===== src/rtl/dispatch_pkg.sv =====
// Shared constants and control-state encoding for the demux dispatcher.
package dispatch_pkg;

    localparam int SEL_W     = 2;
    localparam int DEPTH_DEF = 4;

    typedef enum logic [1:0] {
        EMPTY   = 2'd0,
        PARTIAL = 2'd1,
        FULL    = 2'd2
    } state_t;

endpackage


===== src/rtl/dispatch_fifo.sv =====
// Purpose: DEPTH-entry circular buffer with occupancy count for the dispatcher.
// Latency: write at edge N is readable at the head after edge N (registered storage).
// Backpressure: none internally; caller must never push when full or pop when empty.
module dispatch_fifo #(
    parameter  int DEPTH = 4,
    parameter  int W     = 3,
    localparam int AW    = $clog2(DEPTH),
    localparam int LW    = AW + 1
) (
    input  logic          clk,
    input  logic          rst,
    input  logic          push,
    input  logic [W-1:0]  wdata,
    input  logic          pop,
    output logic [W-1:0]  rdata,
    output logic [LW-1:0] level
);

    logic [W-1:0]  mem [DEPTH];
    logic [AW-1:0] wptr;
    logic [AW-1:0] rptr;
    logic [LW-1:0] cnt;

    // DEPTH is a power of two, so pointer overflow is the modulo wrap.
    always_ff @(posedge clk or posedge rst) begin
        if (rst) begin
            wptr <= '0;
            rptr <= '0;
            cnt  <= '0;
        end else begin
            if (push) wptr <= wptr + 1'b1;
            if (pop)  rptr <= rptr + 1'b1;
            case ({push, pop})
                2'b10:   cnt <= cnt + 1'b1;
                2'b01:   cnt <= cnt - 1'b1;
                default: cnt <= cnt;
            endcase
        end
    end

    always_ff @(posedge clk) begin
        if (push) mem[wptr] <= wdata;
    end

    assign rdata = mem[rptr];
    assign level = cnt;

endmodule


===== src/rtl/demux_dispatcher.sv =====
// Purpose: buffers {data,dest} items and drives a 1:4 demux select/data from the head; DISPATCH_RR_EN selects round-robin sel.
// Latency: 1 cycle from push into an empty FIFO to presentation on sel/dout.
// Backpressure: in_ready drops when FULL; head held stable while out_valid & !out_ready.
module demux_dispatcher #(
    parameter  int DEPTH = dispatch_pkg::DEPTH_DEF,
    parameter  int SEL_W = dispatch_pkg::SEL_W,
    localparam int LW    = $clog2(DEPTH) + 1
) (
    input  logic             clk,
    input  logic             rst,
    input  logic             in_valid,
    output logic             in_ready,
    input  logic             in_data,
    input  logic [SEL_W-1:0] in_dest,
    output logic             out_valid,
    input  logic             out_ready,
    output logic [SEL_W-1:0] sel,
    output logic             dout,
    output logic [LW-1:0]    level
);

`ifdef DISPATCH_RR_EN
    localparam int W = 1;
`else
    localparam int W = 1 + SEL_W;
`endif

    dispatch_pkg::state_t state_q;
    dispatch_pkg::state_t state_d;

    logic             push;
    logic             pop;
    logic [W-1:0]     wdata;
    logic [W-1:0]     rdata;
    logic [SEL_W-1:0] head_sel;
    logic             head_data;
    logic [SEL_W-1:0] sel_hold;

    assign push      = in_valid & in_ready;
    assign pop       = out_valid & out_ready;
    assign head_data = rdata[0];

`ifdef DISPATCH_RR_EN
    logic [SEL_W-1:0] rr_q;
    logic             unused_dest;

    assign wdata       = in_data;
    assign head_sel    = rr_q;
    assign unused_dest = ^in_dest;

    always_ff @(posedge clk or posedge rst) begin
        if (rst)      rr_q <= '0;
        else if (pop) rr_q <= rr_q + 1'b1;
    end
`else
    assign wdata    = {in_dest, in_data};
    assign head_sel = rdata[W-1:1];
`endif

    dispatch_fifo #(
        .DEPTH (DEPTH),
        .W     (W)
    ) u_fifo (
        .clk   (clk),
        .rst   (rst),
        .push  (push),
        .wdata (wdata),
        .pop   (pop),
        .rdata (rdata),
        .level (level)
    );

    always_ff @(posedge clk or posedge rst) begin
        if (rst) state_q <= dispatch_pkg::EMPTY;
        else     state_q <= state_d;
    end

    // No push can occur in FULL, so push+pop there collapses to a pop.
    always_comb begin
        state_d = state_q;
        unique case (state_q)
            dispatch_pkg::EMPTY: begin
                if (push) state_d = (DEPTH == 1) ? dispatch_pkg::FULL : dispatch_pkg::PARTIAL;
            end
            dispatch_pkg::PARTIAL: begin
                if (push && !pop && level == LW'(DEPTH - 1))
                    state_d = dispatch_pkg::FULL;
                else if (pop && !push && level == LW'(1))
                    state_d = dispatch_pkg::EMPTY;
            end
            dispatch_pkg::FULL: begin
                if (pop) state_d = dispatch_pkg::PARTIAL;
            end
            default: state_d = dispatch_pkg::EMPTY;
        endcase
    end

    always_comb begin
        in_ready  = (state_q != dispatch_pkg::FULL);
        out_valid = (state_q != dispatch_pkg::EMPTY);
        sel       = out_valid ? head_sel : sel_hold;
        dout      = out_valid & head_data;
    end

    // Remembers the last presented select so an idle demux keeps its route.
    always_ff @(posedge clk or posedge rst) begin
        if (rst) sel_hold <= '0;
        else     sel_hold <= sel;
    end

endmodule


===== config.mk =====
export PLATFORM = sky130hd
export DESIGN_NAME = demux_dispatcher
export DESIGN_NICKNAME = d
export VERILOG_FILES = /design/src/rtl/dispatch_pkg.sv /design/src/rtl/dispatch_fifo.sv /design/src/rtl/demux_dispatcher.sv
export SDC_FILE = /design/constraint.sdc
export NUM_CORES = 1
export LEC_CHECK = 0
export ABC_AREA = 1
export ABC_CLOCK_PERIOD_IN_PS = 2400
export CORE_ASPECT_RATIO = 1.5
export CORE_UTILIZATION = 36
export DETAILED_ROUTE_END_ITERATION = 8
export PLACE_DENSITY = 0.55
export SLEW_MARGIN = 30
export SYNTH_ARGS = -nofsm -noshare
export SYNTH_HDL_FRONTEND = slang
export SYNTH_HIERARCHICAL = 1
export SYNTH_SLANG_ARGS = --single-unit

===== constraint.sdc =====
create_clock -name clk -period 2.4 [get_ports clk]
set_input_delay 0.48 -clock clk [delete_from_list [all_inputs] [get_ports clk]]
set_output_delay 0.48 -clock clk [all_outputs]
set_load 0.02 [all_outputs]

==> flow_metrics.tcl, run 1 <==
set metrics [dict create \
    totalWireLength_um 1760 \
    antenna_left 0 \
    postCtsSetupRepairBufs 0 \
    synth_edf_count 12 \
    syn-cell-area_um2 1140 \
    finalCriticalPeriod_ns 2.25 \
    ys_seq_elements 23 \
    final_nets 149 \
    synth_area_leaders "edfxtp_1 32%, dfrtp_1 24%, nand2_1 9.9%, inv_1 9.2%, ha_1 5.5%" \
    ys_seq_area_share_pct 55.9 \
    leakage_nw 0.663 \
    cts_tree "built" \
    synth_nets 131 \
    dpl-instance-area_um2 1320 \
    first_pass_iters 4 \
    area_growth_pct 20.0 \
    avgSynthCellArea_um2 9.64 \
    min_period_over_period_pct 93.7 \
    seq_power_share_pct 41.4 \
    fp.dieW_um 47.9 \
    hold_violations 0 \
    drive_gt1_share_pct 8.89 \
    h-tree-depth 1 \
    tightest_slew_ns 0.293 \
    multi_input_area_um2 377 \
    synthCells 118 \
    yosys-top-cells-count "30 x nand2_1, 28 x inv_1, 12 x edfxtp_1" \
    grt_pass1_vias 705 \
    clockRootBuffer "clkbuf_8" \
    fin_cells 174 \
    status "complete, no violations" \
    post_drt_wl_per_cell_um 10.1 \
    cts_resized 0 \
    clock-sinks 23 \
    synth_top_area_share_pct 31.7 \
    fin_tns_setup_ns 0 \
    yosys_warnings 6 \
    io_pins 15 \
    grt_start_max_net_pins 15 \
    cp_max_fo 5 \
    dp_cells 170 \
    core_um2 2940 \
    worst_skew_pair.late_latency_ns 0.26 \
    yosys.area.top_type "edfxtp_1" \
    fillers 319 \
    power_density_nw_per_um2 1180 \
    hold_path_class "in -> async" \
    worstSetupPathType "reg -> out" \
    pwr-share-clk_pct 14.6 \
    ctsHoldBuffers 0 \
    cts_made_buffers 3 \
    start_kind "flop" \
    hpwl_um 1440 \
    grt_overflow 0 \
    rr_worst_depth 12 \
    ir_drop_mv 0.457 \
    antenna_found_initial 0 \
    rsz0062_at_grt "false" \
    grt_usage_pct 12.3 \
    crit_arrival_ns 1.77 \
    drc 0 \
    gp_congestion 0.694 \
    slew-limit-headroom_pct 80.4 \
    clkTransAtPathRegs_ns 0.08 \
    viasPerCell 4.44 \
    start_util_pct 38.6 \
    regArea_um2 637 \
    switching_share_pct 39.2 \
    internal-power_mw 0.977 \
    p_switching_mw 0.629 \
    rows 24 \
    end_kind "primary output" \
    diodes 0 \
    detailroute.via_count 773 \
    ctsLongestPathBuffers 2 \
    cp_data_required_time_ns 1.92 \
    async_flop_share_pct 47.8 \
    setup_ws_ns 0.152 \
    yosysMostFrequentCell "nand2_1" \
    drtIter0Drc 13 \
    synth_cell_types 19 \
    holdWs_ns 0.426 \
    maxSlewViolCount 0 \
    skew_ns 0.00166 \
    synthFlopType "edfxtp_1" \
    dp_slack_ns 0.207 \
    place.port_buffers 14 \
    setup_viol 0 \
    max_cap_violations 0 \
    combinationalPowerShare_pct 44.0 \
    grt_first_pass_wirelength_um 2930 \
    dieArea_um2 3390 \
    die_h_um 70.8 \
    fmax_mhz 445 \
    finalInstanceArea_um2 1370 \
]
==> cell usage in the layout, fill, tap and decap left out, types with 2 or more instances in the layout <==
master / n
nand2_1: 30
inv_1: 28
clkdlybuf4s50_1: 14
edfxtp_1: 12
dfrtp_1: 10
o211ai_1: 7
nand3_1: 6
ha_1: 5
nor2_1: 3
clkbuf_8: 3
xor2_1: 3
nand2_2: 2
nor2_2: 2
o21ai_0: 2
==> layout make-up <==
type                       instances  share of cell area (%)
tap                               39                    3.57
sequential                        23                    46.7
timing repair buffer              15                    10.8
clock inverter                     1                   0.367
inverter                          29                    7.97
multi-input combinational         64                    27.6
clock buffer                       3                    3.02
==> power groups by stage <==
stage          sequential, mW  combinational (mW)  clock, mW
6_report                0.664               0.707      0.234
5_1_grt                 0.688               0.807      0.261
4_1_cts                 0.666               0.720      0.247
3_5_place_dp            0.674               0.718          0
3_3_place_gp            0.667               0.705          0
2_1_floorplan           0.663               0.485          0
==> cells by family after synthesis <==
group / synth area share [%]
buffers and inverters: 11.0
AO/OA/AOI/OAI: 5.50
adder cells (fa/ha/maj): 7.26
XOR/XNOR: 3.08
AND/OR/NAND/NOR: 17.3
flip-flops: 55.9
==> worst max-delay path: stages (launching register included) <==
cell and delay (ns):
dfrtp_1 0.44, nor2_2 0.28, inv_1 0.12, nand2_1 0.07, nand2_1 0.06, clkdlybuf4s50_1 0.54
==> per-stage QoR <==
step,utilization [%],total power [mW]
final,46.4,1.61
after global routing,46.4,1.76
after CTS,46.3,1.63
after detailed placement,44.8,1.39
after global placement,44.8,1.37
after floorplan,-,1.15
==> layer usage <==
layer  share of wire, %  vias up  GRT usage [%]
met4                1.2        0           6.48
li1                   -      397              -
met3                3.7        2           3.32
met5                  0        -              0
met2                 55       15           21.0
met1                 40      359           12.9
==> registers in the layout (all words and copies together), names as in the netlist <==
| signal | flops |
|---|---|
| sel_hold | 2 |
| state_q | 2 |
| u_fifo/level | 3 |
| u_fifo/mem | 12 |
| u_fifo/rptr | 2 |
| u_fifo/wptr | 2 |
==> worst paths after layout <==
| check | start | endpoint | slack, ns |
|---|---|---|---|
| worst max-delay path | state_q[1]$_DFFE_PP0P_ | sel[0] | 0.15 |
| worst min register to register | sel_hold[1]$_DFF_PP0_ | sel_hold[1]$_DFF_PP0_ | 0.49 |
| min in group clk | sel_hold[1]$_DFF_PP0_ | sel_hold[1]$_DFF_PP0_ | 0.49 |
| worst min-delay path | rst | sel_hold[1]$_DFF_PP0_ | 0.43 |
| worst max register to register | state_q[0]$_DFFE_PP0P_ | u_fifo/level[2]$_DFFE_PP0P_ | 0.64 |
| max in group asynchronous | rst | u_fifo/rptr[0]$_DFFE_PP0P_ | 1.68 |
Note: power is estimated with default switching activity, not from simulation.
==> run 2: changes to the inputs <==
- CORE_UTILIZATION: 36 -> 52
- PLACE_DENSITY: 0.55 -> 0.75
==> run 2 against run 1 <==
Compared with the run above:
- sequential share of layout area increased by 0.30 points
- clock power decreased by 28%
- critical path depth increased by 1
- count of clock-buffer cells in the layout increased by 1
- utilization increased by 20 points
- sequential cell count unchanged
==> flow_metrics.tcl, run 2 (synthesis gave the netlist of run 1 again) <==
set metrics [dict create \
    status "complete, no violations" \
    worstSetupPathType "reg -> out" \
    start_util_pct 55.4 \
    die_h_um 59.3 \
    start_kind "flop" \
    drtIter0Drc 24 \
    multi_input_area_um2 382 \
    post_drt_wl_per_cell_um 11.2 \
    core_um2 2050 \
    grt_first_pass_wirelength_um 2900 \
    hpwl_um 1390 \
    cp_data_required_time_ns 1.92 \
    largest_reg_flops 12 \
    skew_ns 0.00726 \
    dp_cells 153 \
    place.port_buffers 14 \
    cts_tree "built" \
    final_cell_mix "30 x nand2_1, 28 x inv_1, 12 x clkdlybuf4s50_1, 12 x edfxtp_1, 10 x dfrtp_1" \
    ir_drop_mv 0.555 \
    layout_commonest_cell "nand2_1" \
    hold_violations 0 \
    crit_arrival_ns 1.77 \
    clockRootBuffer "clkbuf_4" \
    grt_pass1_vias 749 \
    holdWs_ns 0.371 \
    max_cap_violations 0 \
    clkTransAtPathRegs_ns 0.12 \
    drc 0 \
    viasPerCell 4.81 \
    first_pass_iters 4 \
    power_density_nw_per_um2 1170 \
    diodes 0 \
    cp_max_fo 4 \
    fmax_mhz 444 \
    top_register "u_fifo/mem" \
    rsz0062_at_grt "false" \
    grt_usage_pct 17.9 \
    fin_tns_setup_ns 0 \
    setup_ws_ns 0.149 \
    fp.dieW_um 40.2 \
    ctsHoldBuffers 0 \
    drive_gt1_share_pct 10.1 \
    slew-limit-headroom_pct 79.9 \
    setup_viol 0 \
    dp_slack_ns 0.174 \
    p_total_mw 1.59 \
    gp_congestion 0.773 \
    antenna_found_initial 0 \
    maxSlewViolCount 0 \
    min_period_over_period_pct 93.8 \
    rr_worst_depth 12 \
    cts_made_buffers 3 \
    grt_overflow 0 \
    leakage_nw 0.691 \
    regArea_um2 637 \
    tightest_slew_ns 0.301 \
    final_nets 152 \
    antenna_left 0 \
    rows 20 \
    detailroute.via_count 769 \
    dpl-instance-area_um2 1300 \
    hold_path_class "in -> async" \
    h-tree-depth 1 \
    totalWireLength_um 1790 \
    io_pins 15 \
    fillers 164 \
    clock-sinks 23 \
    dieArea_um2 2380 \
    ctsLongestPathBuffers 2 \
    end_kind "primary output" \
    r2r_setup_slack_ns 0.54 \
    grt_start_max_net_pins 15 \
    fin_util_pct 66.1 \
    fin_cells 160 \
    area_growth_pct 19.3 \
    finalCriticalPeriod_ns 2.25 \
    worst_skew_pair.late_latency_ns 0.30 \
    finalInstanceArea_um2 1360 \
]
==> run 2: power breakdown <==
group          switching (mW)  internal, mW
registers               0.101         0.551
clock network           0.104        0.0646
logic                   0.430         0.339
==> run 2: path summary, 6_finish.rpt <==
kind	startpoint	end
setup / recovery	u_fifo/rptr[1]$_DFFE_PP0P_	sel[0]
hold / removal	rst	state_q[1]$_DFFE_PP0P_
setup reg to reg	state_q[0]$_DFFE_PP0P_	u_fifo/level[2]$_DFFE_PP0P_
hold reg to reg	sel_hold[0]$_DFF_PP0_	sel_hold[0]$_DFF_PP0_
max in group asynchronous	rst	u_fifo/rptr[0]$_DFFE_PP0P_
min in group clk	sel_hold[0]$_DFF_PP0_	sel_hold[0]$_DFF_PP0_
==> run 2: timing repair <==
item                       4_1_cts  5_1_grt
gates resized for setup          1        3
setup endpoints to repair        2        3
setup buffers                    0        3
==> run 2: critical path, cell delays in order (launching register included) <==
cell and delay (ns):
dfrtp_1 0.43, inv_1 0.14, o211ai_1 0.11, nand2_1 0.07, nand2_1 0.05, nand2_1 0.07
clkdlybuf4s50_1 0.60
==> run 2: layout make-up <==
cell class              count  share of cell area, %
flip-flops and latches     23                   47.0
repair buffers             18                   12.9
well taps                  22                   2.03
multi-input cells          64                   28.1
inverters                  29                   8.03
clock buffers               4                   1.94
==> run 2: routing by layer <==
| layer | global-route usage (%) | vias up | share of wire (%) | wire (um) |
|---|---|---|---|---|
| li1 | - | 407 | - | - |
| met1 | 19.5 | 356 | 42 | 751 |
| met2 | 32.5 | 4 | 55 | 989 |
| met3 | 2.63 | 2 | 2.0 | 36 |
| met4 | 7.14 | 0 | 0.67 | 12 |
| met5 | 0 | - | 0 | 0 |
==> run 3: changes to the inputs <==
- CORE_UTILIZATION: 52 -> 30
- PLACE_DENSITY: 0.75 -> 0.48
- SKIP_LAST_GASP: unset -> 1
==> run 3 against run 2 <==
Compared with the run above:
- clock power increased by 37%
- combinational power decreased by 5.7%
- utilization down 29 points
- worst setup slack worse by 0.0055 ns
- largest power group unchanged
- highest routed layer unchanged
==> flow_metrics.tcl, run 3 (synthesis gave the netlist of run 1 again) <==
set metrics [dict create \
    grt_usage_pct 11.0 \
    place.port_buffers 14 \
    final_nets 149 \
    tightest_slew_ns 0.283 \
    area_growth_pct 20.4 \
    finalCriticalPeriod_ns 2.26 \
    drc 0 \
    hpwl_um 1550 \
    final_cell_mix "30 x nand2_1, 28 x inv_1, 14 x clkdlybuf4s50_1, 12 x edfxtp_1, 10 x dfrtp_1" \
    pwr-share-clk_pct 14.2 \
    combinationalPowerShare_pct 44.6 \
    hold_violations 0 \
    start_util_pct 31.2 \
    crit_arrival_ns 1.78 \
    antenna_found_initial 0 \
    io_pins 15 \
    p_switching_mw 0.641 \
    die_h_um 77.4 \
    diodes 0 \
    max_cap_violations 0 \
    internal-power_mw 0.984 \
    switching_share_pct 39.4 \
    ir_drop_mv 0.558 \
    setup_viol 0 \
    leakage_nw 0.660 \
    maxSlewViolCount 0 \
    finalInstanceArea_um2 1370 \
    rsz0062_at_grt "false" \
    first_pass_iters 4 \
    worstSetupPathType "reg -> out" \
    h-tree-depth 1 \
    fmax_mhz 443 \
    fin_cells 178 \
    ctsHoldBuffers 0 \
    detailroute.via_count 787 \
    core_um2 3650 \
    start_kind "flop" \
    cp_max_fo 5 \
    ctsLongestPathBuffers 2 \
    status "complete, no violations" \
    hold_path_class "in -> async" \
    rows 27 \
    fillers 385 \
    largest_reg_flops 12 \
    fin_tns_setup_ns 0 \
    skew_ns 0.00289 \
    grt_first_pass_wirelength_um 3360 \
    antenna_left 0 \
    grt_pass1_vias 800 \
    end_kind "primary output" \
    slew-limit-headroom_pct 81.1 \
    layout_commonest_cell "nand2_1" \
    grt_overflow 0 \
    cts_made_buffers 3 \
    gp_congestion 0.704 \
    dp_cells 174 \
    power_density_nw_per_um2 1190 \
    top_register "u_fifo/mem" \
    clkTransAtPathRegs_ns 0.08 \
    min_period_over_period_pct 94.0 \
    viasPerCell 4.42 \
    totalWireLength_um 1920 \
    holdWs_ns 0.441 \
    dpl-instance-area_um2 1320 \
    grt_start_max_net_pins 15 \
    drtIter0Drc 6 \
    clockRootBuffer "clkbuf_8" \
    dieArea_um2 4050 \
    fp.dieW_um 52.3 \
    worst_skew_pair.late_latency_ns 0.25 \
    cp_data_required_time_ns 1.92 \
    post_drt_wl_per_cell_um 10.8 \
    drive_gt1_share_pct 8.15 \
    cts_tree "built" \
    clock-sinks 23 \
    seq_power_share_pct 41.2 \
]
[run 3: routing by layer]
metal	vias up	global-route usage (%)	part of all wire [%]
li1	395	-	-
met3	2	1.76	2.4
met5	-	0	0
met2	8	20.0	56
met4	0	3.95	0.83
met1	382	12.5	41
[run 3: repair_timing]
action                                  in CTS  in global routing
gates resized for setup                      0                  1
endpoints found under the setup margin       0                  3
setup buffers                                0                  0
[run 3: path summary, 6_finish.rpt]
kind	startpoint	endpoint	slack, ns	cells past startpoint
worst max-delay path	state_q[1]$_DFFE_PP0P_	sel[0]	0.14	4
worst min-delay path	rst	state_q[0]$_DFFE_PP0P_	0.44	2
worst max register to register	state_q[0]$_DFFE_PP0P_	u_fifo/level[2]$_DFFE_PP0P_	0.62	12
worst min register to register	sel_hold[1]$_DFF_PP0_	sel_hold[1]$_DFF_PP0_	0.51	2
max in group asynchronous	rst	u_fifo/rptr[0]$_DFFE_PP0P_	1.67	2
min in group clk	sel_hold[1]$_DFF_PP0_	sel_hold[1]$_DFF_PP0_	0.51	2
[run 3: cell type report]
type | count | area [um2] | share of cell area, %
Clock buffer | 4 | 45.0 | 3.29
Inverter | 29 | 109 | 7.95
Multi-Input combinational cell | 64 | 377 | 27.5
Sequential cell | 23 | 637 | 46.5
Tap cell | 43 | 53.8 | 3.93
Timing Repair Buffer | 15 | 148 | 10.8
[run 3: worst max-delay path, cell delays in order, from the launching register on]
cell             delay [ns]
dfrtp_1                0.45
nor2_2                 0.28
nand2_1                0.09
nand2_1                0.10
clkdlybuf4s50_1        0.60
[run 3: metrics by stage]
stage                     power [mW]  worst slack (ns)  utilization, %
after floorplan                 1.15             0.555               -
after global placement          1.39             0.243            36.2
after detailed placement        1.42             0.180            36.2
after CTS                       1.66            0.0330            37.5
after global routing            1.77            0.0154            37.5
final                           1.62             0.143            37.5
[run 3: power by group through the flow]
stage                     combinational, mW  clock [mW]  sequential (mW)
after floorplan                       0.485           0            0.663
after global placement                0.717           0            0.673
after detailed placement              0.739           0            0.680
after CTS                             0.742       0.244            0.671
after global routing                  0.820       0.257            0.690
final                                 0.725       0.231            0.669
